### src/rtl/next_hop_select_pkg.sv
`default_nettype none
// ============================================================================
// Module   : next_hop_select_pkg
// Brief    : Shared widths, neighbor-table limits and FSM encoding.
// Revision : 1.0 - initial release
// ============================================================================
package next_hop_select_pkg;

    localparam int unsigned c_WORD_WIDTH    = 16;
    localparam int unsigned c_MAX_NEIGHBORS = 256;

    typedef enum logic [1:0] {
        ST_IDLE  = 2'd0,
        ST_SCAN  = 2'd1,
        ST_DRAIN = 2'd2,
        ST_DONE  = 2'd3
    } nh_state_t;

endpackage
`default_nettype wire

### src/rtl/next_hop_select_neighbor_compare.sv
`default_nettype none
// ============================================================================
// Module   : neighbor_compare
// Brief    : Decides whether a candidate entry beats the current best entry.
// Revision : 1.0 - initial release
// ============================================================================
module neighbor_compare
    import next_hop_select_pkg::*;
#(
    parameter int WORD_WIDTH = c_WORD_WIDTH
) (
    input  logic [WORD_WIDTH-1:0] cand_q,
    input  logic [WORD_WIDTH-1:0] cand_energy,
    input  logic                  cand_eligible,
    input  logic [WORD_WIDTH-1:0] best_q,
    input  logic [WORD_WIDTH-1:0] best_energy,
    input  logic                  best_valid,
    output logic                  cand_wins
);

    logic w_q_greater;
    logic w_q_equal;
    logic w_energy_greater;

    assign w_q_greater      = cand_q > best_q;
    assign w_q_equal        = cand_q == best_q;
    assign w_energy_greater = cand_energy > best_energy;

    // A full tie keeps the earlier entry, so only a strict win replaces it.
    assign cand_wins = cand_eligible &&
                       (!best_valid || w_q_greater || (w_q_equal && w_energy_greater));

endmodule
`default_nettype wire

### src/rtl/next_hop_select.sv
`default_nettype none
// ============================================================================
// Module   : next_hop_select
// Brief    : Scans the neighbor table and selects the best eligible next hop.
// Revision : 1.0 - initial release
// ============================================================================
module next_hop_select
    import next_hop_select_pkg::*;
#(
    parameter int                    WORD_WIDTH    = c_WORD_WIDTH,
    parameter int                    MAX_NEIGHBORS = c_MAX_NEIGHBORS,
    parameter logic [WORD_WIDTH-1:0] ENERGY_MIN    = '0
) (
    input  logic                  clk,
    input  logic                  nrst,
    input  logic                  en,
    input  logic [WORD_WIDTH-1:0] neighborCount,
    input  logic [WORD_WIDTH-1:0] myID,
    output logic [WORD_WIDTH-1:0] rd_index,
    input  logic [WORD_WIDTH-1:0] mSourceID,
    input  logic [WORD_WIDTH-1:0] mEnergyLeft,
    input  logic [WORD_WIDTH-1:0] mQValue,
    output logic                  busy,
    output logic                  done,
    output logic                  found,
    output logic [WORD_WIDTH-1:0] nextHopID,
    output logic [WORD_WIDTH-1:0] nextHopQ,
    output logic [WORD_WIDTH-1:0] nextHopEnergy
);

    localparam logic [WORD_WIDTH-1:0] c_MAX_COUNT = WORD_WIDTH'(MAX_NEIGHBORS);

    nh_state_t             r_state_q,       w_state_d;
    logic [WORD_WIDTH-1:0] r_last_q,        w_last_d;
    logic [WORD_WIDTH-1:0] r_rd_index_q,    w_rd_index_d;
    logic                  r_busy_q,        w_busy_d;
    logic                  r_done_q,        w_done_d;
    logic                  r_dvalid_q,      w_dvalid_d;
    logic                  r_best_valid_q,  w_best_valid_d;
    logic [WORD_WIDTH-1:0] r_best_id_q,     w_best_id_d;
    logic [WORD_WIDTH-1:0] r_best_qv_q,     w_best_qv_d;
    logic [WORD_WIDTH-1:0] r_best_energy_q, w_best_energy_d;
    logic                  r_found_q,       w_found_d;
    logic [WORD_WIDTH-1:0] r_hop_id_q,      w_hop_id_d;
    logic [WORD_WIDTH-1:0] r_hop_qv_q,      w_hop_qv_d;
    logic [WORD_WIDTH-1:0] r_hop_energy_q,  w_hop_energy_d;

    logic [WORD_WIDTH-1:0] w_count_clamped;
    logic [WORD_WIDTH:0]   w_energy_diff;
    logic                  w_cand_eligible;
    logic                  w_cand_wins;
    logic                  w_run_valid;
    logic [WORD_WIDTH-1:0] w_run_id;
    logic [WORD_WIDTH-1:0] w_run_qv;
    logic [WORD_WIDTH-1:0] w_run_energy;

    assign w_count_clamped = (neighborCount > c_MAX_COUNT) ? c_MAX_COUNT : neighborCount;

    // Borrow bit of the extended subtraction is set exactly when energy < ENERGY_MIN.
    assign w_energy_diff   = {1'b0, mEnergyLeft} - {1'b0, ENERGY_MIN};
    assign w_cand_eligible = r_dvalid_q && !w_energy_diff[WORD_WIDTH] && (mSourceID != myID);

    neighbor_compare #(
        .WORD_WIDTH (WORD_WIDTH)
    ) u_neighbor_compare (
        .cand_q        (mQValue),
        .cand_energy   (mEnergyLeft),
        .cand_eligible (w_cand_eligible),
        .best_q        (r_best_qv_q),
        .best_energy   (r_best_energy_q),
        .best_valid    (r_best_valid_q),
        .cand_wins     (w_cand_wins)
    );

    assign w_run_valid  = r_best_valid_q | w_cand_wins;
    assign w_run_id     = w_cand_wins ? mSourceID   : r_best_id_q;
    assign w_run_qv     = w_cand_wins ? mQValue     : r_best_qv_q;
    assign w_run_energy = w_cand_wins ? mEnergyLeft : r_best_energy_q;

    always_comb begin
        w_state_d       = r_state_q;
        w_last_d        = r_last_q;
        w_rd_index_d    = r_rd_index_q;
        w_busy_d        = r_busy_q;
        w_done_d        = 1'b0;
        w_dvalid_d      = 1'b0;
        w_best_valid_d  = w_run_valid;
        w_best_id_d     = w_run_id;
        w_best_qv_d     = w_run_qv;
        w_best_energy_d = w_run_energy;
        w_found_d       = r_found_q;
        w_hop_id_d      = r_hop_id_q;
        w_hop_qv_d      = r_hop_qv_q;
        w_hop_energy_d  = r_hop_energy_q;

        case (r_state_q)
            ST_IDLE: begin
                if (en) begin
                    w_best_valid_d  = 1'b0;
                    w_best_id_d     = '0;
                    w_best_qv_d     = '0;
                    w_best_energy_d = '0;
                    if (w_count_clamped == '0) begin
                        w_state_d      = ST_DONE;
                        w_done_d       = 1'b1;
                        w_found_d      = 1'b0;
                        w_hop_id_d     = '0;
                        w_hop_qv_d     = '0;
                        w_hop_energy_d = '0;
                    end else begin
                        w_state_d    = ST_SCAN;
                        w_rd_index_d = '0;
                        w_last_d     = w_count_clamped - 1'b1;
                        w_busy_d     = 1'b1;
                    end
                end
            end
            ST_SCAN: begin
                w_dvalid_d = 1'b1;
                if (r_rd_index_q == r_last_q) begin
                    w_state_d = ST_DRAIN;
                end else begin
                    w_rd_index_d = r_rd_index_q + 1'b1;
                end
            end
            ST_DRAIN: begin
                // The last entry's data is compared this cycle, so publish the running result.
                w_state_d      = ST_DONE;
                w_done_d       = 1'b1;
                w_busy_d       = 1'b0;
                w_found_d      = w_run_valid;
                w_hop_id_d     = w_run_id;
                w_hop_qv_d     = w_run_qv;
                w_hop_energy_d = w_run_energy;
            end
            ST_DONE: begin
                w_state_d = ST_IDLE;
            end
            default: begin
                w_state_d = ST_IDLE;
            end
        endcase
    end

    always_ff @(posedge clk) begin
        if (nrst) begin
            r_state_q       <= ST_IDLE;
            r_last_q        <= '0;
            r_rd_index_q    <= '0;
            r_busy_q        <= 1'b0;
            r_done_q        <= 1'b0;
            r_dvalid_q      <= 1'b0;
            r_best_valid_q  <= 1'b0;
            r_best_id_q     <= '0;
            r_best_qv_q     <= '0;
            r_best_energy_q <= '0;
            r_found_q       <= 1'b0;
            r_hop_id_q      <= '0;
            r_hop_qv_q      <= '0;
            r_hop_energy_q  <= '0;
        end else begin
            r_state_q       <= w_state_d;
            r_last_q        <= w_last_d;
            r_rd_index_q    <= w_rd_index_d;
            r_busy_q        <= w_busy_d;
            r_done_q        <= w_done_d;
            r_dvalid_q      <= w_dvalid_d;
            r_best_valid_q  <= w_best_valid_d;
            r_best_id_q     <= w_best_id_d;
            r_best_qv_q     <= w_best_qv_d;
            r_best_energy_q <= w_best_energy_d;
            r_found_q       <= w_found_d;
            r_hop_id_q      <= w_hop_id_d;
            r_hop_qv_q      <= w_hop_qv_d;
            r_hop_energy_q  <= w_hop_energy_d;
        end
    end

    assign rd_index      = r_rd_index_q;
    assign busy          = r_busy_q;
    assign done          = r_done_q;
    assign found         = r_found_q;
    assign nextHopID     = r_hop_id_q;
    assign nextHopQ      = r_hop_qv_q;
    assign nextHopEnergy = r_hop_energy_q;

endmodule
`default_nettype wire

### config.mk
export PLATFORM = sky130hd
export DESIGN_NAME = next_hop_select
export DESIGN_NICKNAME = d
export VERILOG_FILES = /design/src/rtl/next_hop_select_pkg.sv /design/src/rtl/next_hop_select_neighbor_compare.sv /design/src/rtl/next_hop_select.sv
export SDC_FILE = /design/constraint.sdc
export NUM_CORES = 1
export LEC_CHECK = 0
export ABC_AREA = 1
export BUFFER_PORTS_ARGS = -buffer_cell sky130_fd_sc_hd__buf_2
export CAP_MARGIN = 40
export CORE_MARGIN = 5
export CORE_UTILIZATION = 35
export CTS_BUF_LIST = sky130_fd_sc_hd__clkbuf_4
export DETAILED_ROUTE_END_ITERATION = 7
export HOLD_SLACK_MARGIN = 0.12
export PLACE_DENSITY = 0.6
export SYNTH_ARGS = -nofsm -noshare
export SYNTH_HDL_FRONTEND = slang
export SYNTH_HIERARCHICAL = 1
export SYNTH_SLANG_ARGS = --single-unit
### constraint.sdc
create_clock -name clk -period 3.1 [get_ports clk]
set_input_delay 0.465 -clock clk [delete_from_list [all_inputs] [get_ports clk]]
set_output_delay 0.465 -clock clk [all_outputs]
set_load 0.02 [all_outputs]
; Yosys cells after proc, flatten, opt, wreduce, memory -nomap -nowiden
; Cells that the tools add are included.
[word_totals]
input_bits = 83
regBits = 135
out_inout_bits = 67
word_cells = 82
[op_classes]
n_lt_le_gt_ge = 3
bitwise_logic = 2
n_addsub = 2
muxes = 35
n_eq_ne = 11
reduce_logical = 15
[ops]
columns = op, n
row1 = two-way mux 16 bit, 15
row2 = case mux 16 bit (2 select lines), 4
row3 = equality test 16 bit, 2
row4 = > comparator 16 bit, 2
row5 = adder 16 x 1 -> 16 bit (second input constant), 1
row6 = > comparator 16 x 9 -> 1 bit (second input constant), 1
row7 = zero test 16 bit, 1
row8 = inequality test 16 bit, 1
row9 = subtractor 16 x 1 -> 16 bit (second input constant), 1
row10 = inequality test 2 bit (second input constant), 5
row11 = two-way mux 1 bit, 9
row12 = AND reduction 3 bit, 3
row13 = case mux 2 bit (4 select lines), 1
row14 = two-way mux 2 bit, 3
row15 = case mux 1 bit (2 select lines), 3
row16 = equality test 2 bit (second input constant), 2
row17 = AND reduction 4 bit, 1
row18 = nonzero test 2 bit, 2
row19 = logical AND 1 bit, 3
row20 = equality test 2 x 1 -> 1 bit (second input constant), 1
row21 = zero test 2 bit, 1
row22 = logical OR 1 bit, 2
row23 = AND reduction 2 bit, 1
row24 = zero test 1 bit, 1
row25 = other kinds (2), 2

; Longest topological paths before layout
[logic_depth]
word_depth = 7
depth_mapped = 22
depth_no_buf = 19

; Modules after synthesis
; The synthesis kept the hierarchy.
[modules_own_cells]
columns = module, n_inst, seq_area_each_um2, cells_per_inst, area_each_um2
row1 = next_hop_select, 1, 2702.6, 886, 6454.9
row2 = neighbor_compare, 1, 0.0, 156, 922.1

; Least setup slack after synthesis
; OpenSTA, ideal clock, no wires.
[synth_timing]
path_type = input to register
start = input port mQValue[15]
end = register r_hop_id_q[14] (netlist: nextHopID[14])
required_time_ps = 3036
cell_stages = 19
setup_ps = 64
slack_ps = 449
arrival_ps = 2587
path_buffers = 3
path_cell_list = ha_1 -> nand2_1 -> nor2_2 -> nand2_2 -> nor2_2 -> nand3_2 -> nor2_1 -> nand2_1 -> nand3_1 -> nand2_1 -> inv_1 -> clkbuf_1 -> buf_2 -> buf_2 -> o21ai_0 -> or2_2 -> nand3_1 -> nand2_1 -> nor2_1
[synth_between]
elab_chain_len = 6
elab_cells_between_ends = 8
classes_between = 1 x order compare / 1 x eq/ne / 2 x mux / 4 x reduce/logical
[synth_lines]
columns = element, line
row1 = "start, declared", next_hop_select.sv:22  ; input logic [WORD_WIDTH-1:0] mQValue,
row2 = > comparator 16 bit / equality test 16 bit (equally long branches), "next_hop_select_neighbor_compare.sv:25, next_hop_select_neighbor_compare.sv:26"
row3 = logical OR 1 bit / logical AND 1 bit (equally long branches), next_hop_select_neighbor_compare.sv:31  ; (!best_valid || w_q_greater || (w_q_equal && w_energy_greater));
row4 = logical OR 1 bit (*), next_hop_select_neighbor_compare.sv:31
row5 = logical AND 1 bit (*), next_hop_select_neighbor_compare.sv:30  ; assign cand_wins = cand_eligible &&
row6 = net w_cand_wins, next_hop_select.sv:51  ; logic w_cand_wins;
row7 = two-way mux 16 bit (*), next_hop_select.sv:76  ; assign w_run_id = w_cand_wins ? mSourceID : r_best_id_q;
row8 = case mux 16 bit (2 select lines) (*), next_hop_select.sv:96  ; case (r_state_q)
row9 = "end signal, assigned", next_hop_select.sv:173  ; r_hop_id_q <= w_hop_id_d;
row10 = "end, declared", next_hop_select.sv:44  ; logic [WORD_WIDTH-1:0] r_hop_id_q, w_hop_id_d;
; Mark *: on every way through the listed nets, which the timed path passes. The rest lies on a longest branch.
; A chain may end at the register's enable or synchronous reset.

; Final worst setup path
[layout_timing]
start = register r_best_energy_q[11]
end = register r_hop_energy_q[13] (netlist: nextHopEnergy[13])
[layout_between]
elab_chain_len = 6
[layout_lines]
columns = element, line
row1 = "start, declared", next_hop_select.sv:42  ; logic [WORD_WIDTH-1:0] r_best_energy_q, w_best_energy_d;
row2 = "start signal, assigned", next_hop_select.sv:171  ; r_best_energy_q <= w_best_energy_d;
row3 = > comparator 16 bit, next_hop_select_neighbor_compare.sv:27  ; assign w_energy_greater = cand_energy > best_energy;
row4 = logical AND 1 bit, next_hop_select_neighbor_compare.sv:31
row5 = logical OR 1 bit, next_hop_select_neighbor_compare.sv:31
row6 = logical AND 1 bit, next_hop_select_neighbor_compare.sv:30
row7 = net w_cand_wins, next_hop_select.sv:51
row8 = two-way mux 16 bit, next_hop_select.sv:78  ; assign w_run_energy = w_cand_wins ? mEnergyLeft : r_best_energy_q;
row9 = case mux 16 bit (2 select lines), next_hop_select.sv:96
row10 = "end signal, assigned", next_hop_select.sv:175  ; r_hop_energy_q <= w_hop_energy_d;
row11 = "end, declared", next_hop_select.sv:46  ; logic [WORD_WIDTH-1:0] r_hop_energy_q, w_hop_energy_d;
; The timed path passes the listed nets, and every way through them passes these cells.

==> flow_metrics.env <==
export IMPL_boundaryPins=150
export IMPL_rows=53
export IMPL_p_total_w=0.00573
export IMPL_maxCapViolCount=0
export IMPL_area_delta_synth_final_pct=17.5
export IMPL_reg2reg_depth=18
export IMPL_ys_seq_elements=135
export IMPL_hp_class="input port to flop"
export IMPL_ctsHoldBuffers=0
export IMPL_ant_nets=0
export IMPL_die_w_um=155
export IMPL_crit_top_cell="nand2_1"
export IMPL_r2r_end="nextHopEnergy[13]$_SDFFE_PP0P_"
export IMPL_p_clk_share_pct=22.1
export IMPL_antenna_found_initial=6
export IMPL_multi_input_area_sq_um=4080
export IMPL_max_clock_path_buffers=2
export IMPL_period_share_pct=85.7
export IMPL_status="finished, final reports clean"
export IMPL_hold_viol_final=0
export IMPL_combPwrFrac_pct=39.4
export IMPL_min_to="r_best_energy_q[1]$_SDFF_PP0_"
export IMPL_post_route_drc_count=0
export IMPL_post_dp_hpwl_um=13800
export IMPL_drive_above_1_share_pct=23.5
export IMPL_n_fill_cell=2279
export IMPL_final_common_cell="nor2_1"
export IMPL_post_cts_buffers=0
export IMPL_yosysUniqueCellTypes=39
export IMPL_cts_repair_resized=0
export IMPL_cts_sinks=135
export IMPL_swShare_pct=40.9
export IMPL_tns_ns=0
export IMPL_layout_common_cells="nor2_1, nand2_1, buf_2"
export IMPL_seq_area_sq_um=2700
export IMPL_gp_routability_congestion=0.811
export IMPL_core_sq_um=20900
export IMPL_vias_per_cell=4.58
export IMPL_numCtsBuffers=17
export IMPL_end_kind="flop"
export IMPL_p_per_area_nw_per_um2=661
export IMPL_synth_async_reset_ratio_pct=0
export IMPL_startpoint_type="flop"
export IMPL_drt_pass1_iterations=4
export IMPL_nets=1292
export IMPL_grt_first_pass_wirelength_um=30800
export IMPL_grt_overflow=0
export IMPL_grt_pass1_vias=6295
export IMPL_syn_area_sq_um=7380
export IMPL_rsz0062_at_grt="false"
export IMPL_synth_edf_count=0
export IMPL_max_freq_ghz=0.376
export IMPL_start_util_pct=35.3
export IMPL_r2r_start="r_best_energy_q[11]$_SDFF_PP0_"
export IMPL_yosysWarnings=6
export IMPL_yosysSeqAreaShare_pct=36.6
export IMPL_clk_pin_slew_worst_paths_ns=0.13
export IMPL_min_delay_start="mEnergyLeft[1]"
export IMPL_max_slew_margin_rel_pct=54.8
export IMPL_die_y_um=155
export IMPL_crit_type="flop to flop"
export IMPL_worst_pin_slew_ns=0.678
export IMPL_slowest_delay_ns=0.36
export IMPL_wirelength_um=18900
export IMPL_fp_dieArea_sq_um=24100
export IMPL_synthesis_nets=1162
export IMPL_intPower_w=0.00339
export IMPL_cp_required_ns=3.57
export IMPL_syn_area_per_cell_sq_um=7.08
export IMPL_slew_violations=0
export IMPL_vias=6698
export IMPL_arrival_ns=3.13
export IMPL_power_leakage_nw=3.81
export IMPL_synthCells=1042
export IMPL_grt_use_total_pct=15.7
export IMPL_cpMaxStageDelayCell="buf_4"
export IMPL_whs_path_depth=3
export IMPL_ys_flop_type="dfxtp_1"
export IMPL_clockRootBuffer="clkbuf_4"
export IMPL_finClkSkew_ns=0.0249
export IMPL_p_seq_share_pct=38.5
export IMPL_drtIter0Drc=190
export IMPL_cts_tree="done"
export IMPL_worstPathMaxFanout=22
export IMPL_r2r_slack_ns=0.44
export IMPL_final_setup_viol_count=0
export IMPL_htree_levels=4
export IMPL_port_buffers=149
export IMPL_grt_max_degree=65
export IMPL_vdd_drop_max_mv=0.282
export IMPL_period_needed_ns=2.66
export IMPL_routedWlPerCell_um=12.9
export IMPL_path_cells="inv_1 -> ha_1 -> nand2_1 -> nor2_1 -> nand2_1 -> nor2_1 -> nand2_1 -> nand3_1 -> nand2_1 -> nand3_1 -> nand2_1 -> inv_2 -> buf_4 -> mux2i_1 -> or2_2 -> nand3_1 -> nand2_1 -> nor2_1"
export IMPL_p_sw_w=0.00234
export IMPL_worstSkewPairLatency_ns=0.54
power by group through the flow:
stage / clock network (W) / logic, W / registers [W]
after floorplan: 0 / 0.00144 / 0.00243
after global placement: 0 / 0.00228 / 0.00225
after detailed placement: 0 / 0.00230 / 0.00225
after CTS: 0.00132 / 0.00231 / 0.00221
after global routing: 0.00140 / 0.00257 / 0.00225
final: 0.00126 / 0.00226 / 0.00221
area by class of cell:
type	instances	share of cell area, %
clock buffers	18	1.56
clock inverters	14	2.02
well taps	275	3.97
diodes	3	0.0866
multi-input cells	764	47.1
flip-flops and latches	135	31.2
inverters	89	3.85
repair buffers	165	10.3
sequential cells by signal, summed over array words and instances (netlist names), 2 cells and up:
register	flops
r_best_qv_q	16
nextHopID	16
nextHopEnergy	16
r_best_energy_q	16
r_best_id_q	16
r_last_q	16
nextHopQ	16
r_state_q	2
rd_index	16
per-layer routing:
layer,routed length (um),vias to the layer above,global-route usage (%)
met5,45,-,0
met4,234,8,3.96
met3,949,21,4.76
met2,9150,106,27.1
met1,8490,3005,19.2
li1,-,3558,-
worst max path at each step:
stage | depth (start not counted) | startpoint | to | slack, ns
after floorplan | 19 | mQValue[15] | nextHopID[14]$_SDFFE_PP0P_ | 0.45
after global placement | 14 | myID[13] | nextHopEnergy[14]$_SDFFE_PP0P_ | 0.21
after detailed placement | 14 | myID[13] | nextHopEnergy[13]$_SDFFE_PP0P_ | 0.18
after CTS | 18 | r_best_qv_q[15]$_SDFF_PP0_ | nextHopEnergy[13]$_SDFFE_PP0P_ | 0.41
after global routing | 18 | r_best_energy_q[15]$_SDFF_PP0_ | nextHopEnergy[13]$_SDFFE_PP0P_ | 0.18
final | 18 | r_best_energy_q[11]$_SDFF_PP0_ | nextHopEnergy[13]$_SDFFE_PP0P_ | 0.44
metrics by stage:
stage          area (sq um)  std cells  hold WS [ns]  utilization, %  setup slack, ns
6_report               8670       1463         0.186            41.5            0.443
5_1_grt                8670       1462         0.136            41.5            0.181
4_1_cts                8660       1460         0.131            41.5            0.414
3_5_place_dp           8350       1428         0.434            40.0            0.177
3_3_place_gp           8350       1428         0.429            40.0            0.207
2_1_floorplan          7380       1042         0.420               -            0.449
worst max-delay path, delay by kind of cell (launching register included):
| kind | cells | cell delay, ns |
|---|---|---|
| DFF | 1 | 0.35 |
| and+or+nand+nor | 13 | 1.31 |
| buffers and inverters | 3 | 0.50 |
| adders and majority gates | 1 | 0.28 |
| muxes | 1 | 0.15 |
kinds of logic after synthesis:
family	share of synthesized area, %
multiplexers	5.29
AND/OR/NAND/NOR	34.1
adder cells (fa/ha/maj)	6.28
flip-flops	36.6
AO/OA/AOI/OAI	5.60
buffers and inverters	8.11
XOR/XNOR	4.04
Yosys cell counts (2+ instances only):
master	n	area share, %
nor2_4	2	0.31
buf_2	19	1.3
nand2_2	5	0.42
buf_6	4	0.61
mux2i_1	39	5.3
nor3_1	7	0.47
dfxtp_1	135	37
inv_1	83	4.2
inv_2	4	0.20
a31oi_1	2	0.17
o2111ai_1	3	0.36
clkbuf_2	3	0.20
buf_1	2	0.10
nand4_1	9	0.76
clkbuf_1	25	1.3
nand3_2	2	0.27
o21ai_1	3	0.20
nand3_1	77	5.2
a21oi_1	30	2.0
nand2_1	185	9.4
nor2_2	4	0.34
a21oi_2	5	0.59
or2_2	53	4.5
nor4_1	2	0.17
o21ai_0	25	1.7
xnor2_1	9	1.1
clkinv_1	2	0.10
xor2_1	25	3.0
ha_1	37	6.3
nor2_1	232	12
Power figures use the tool's default switching activity.
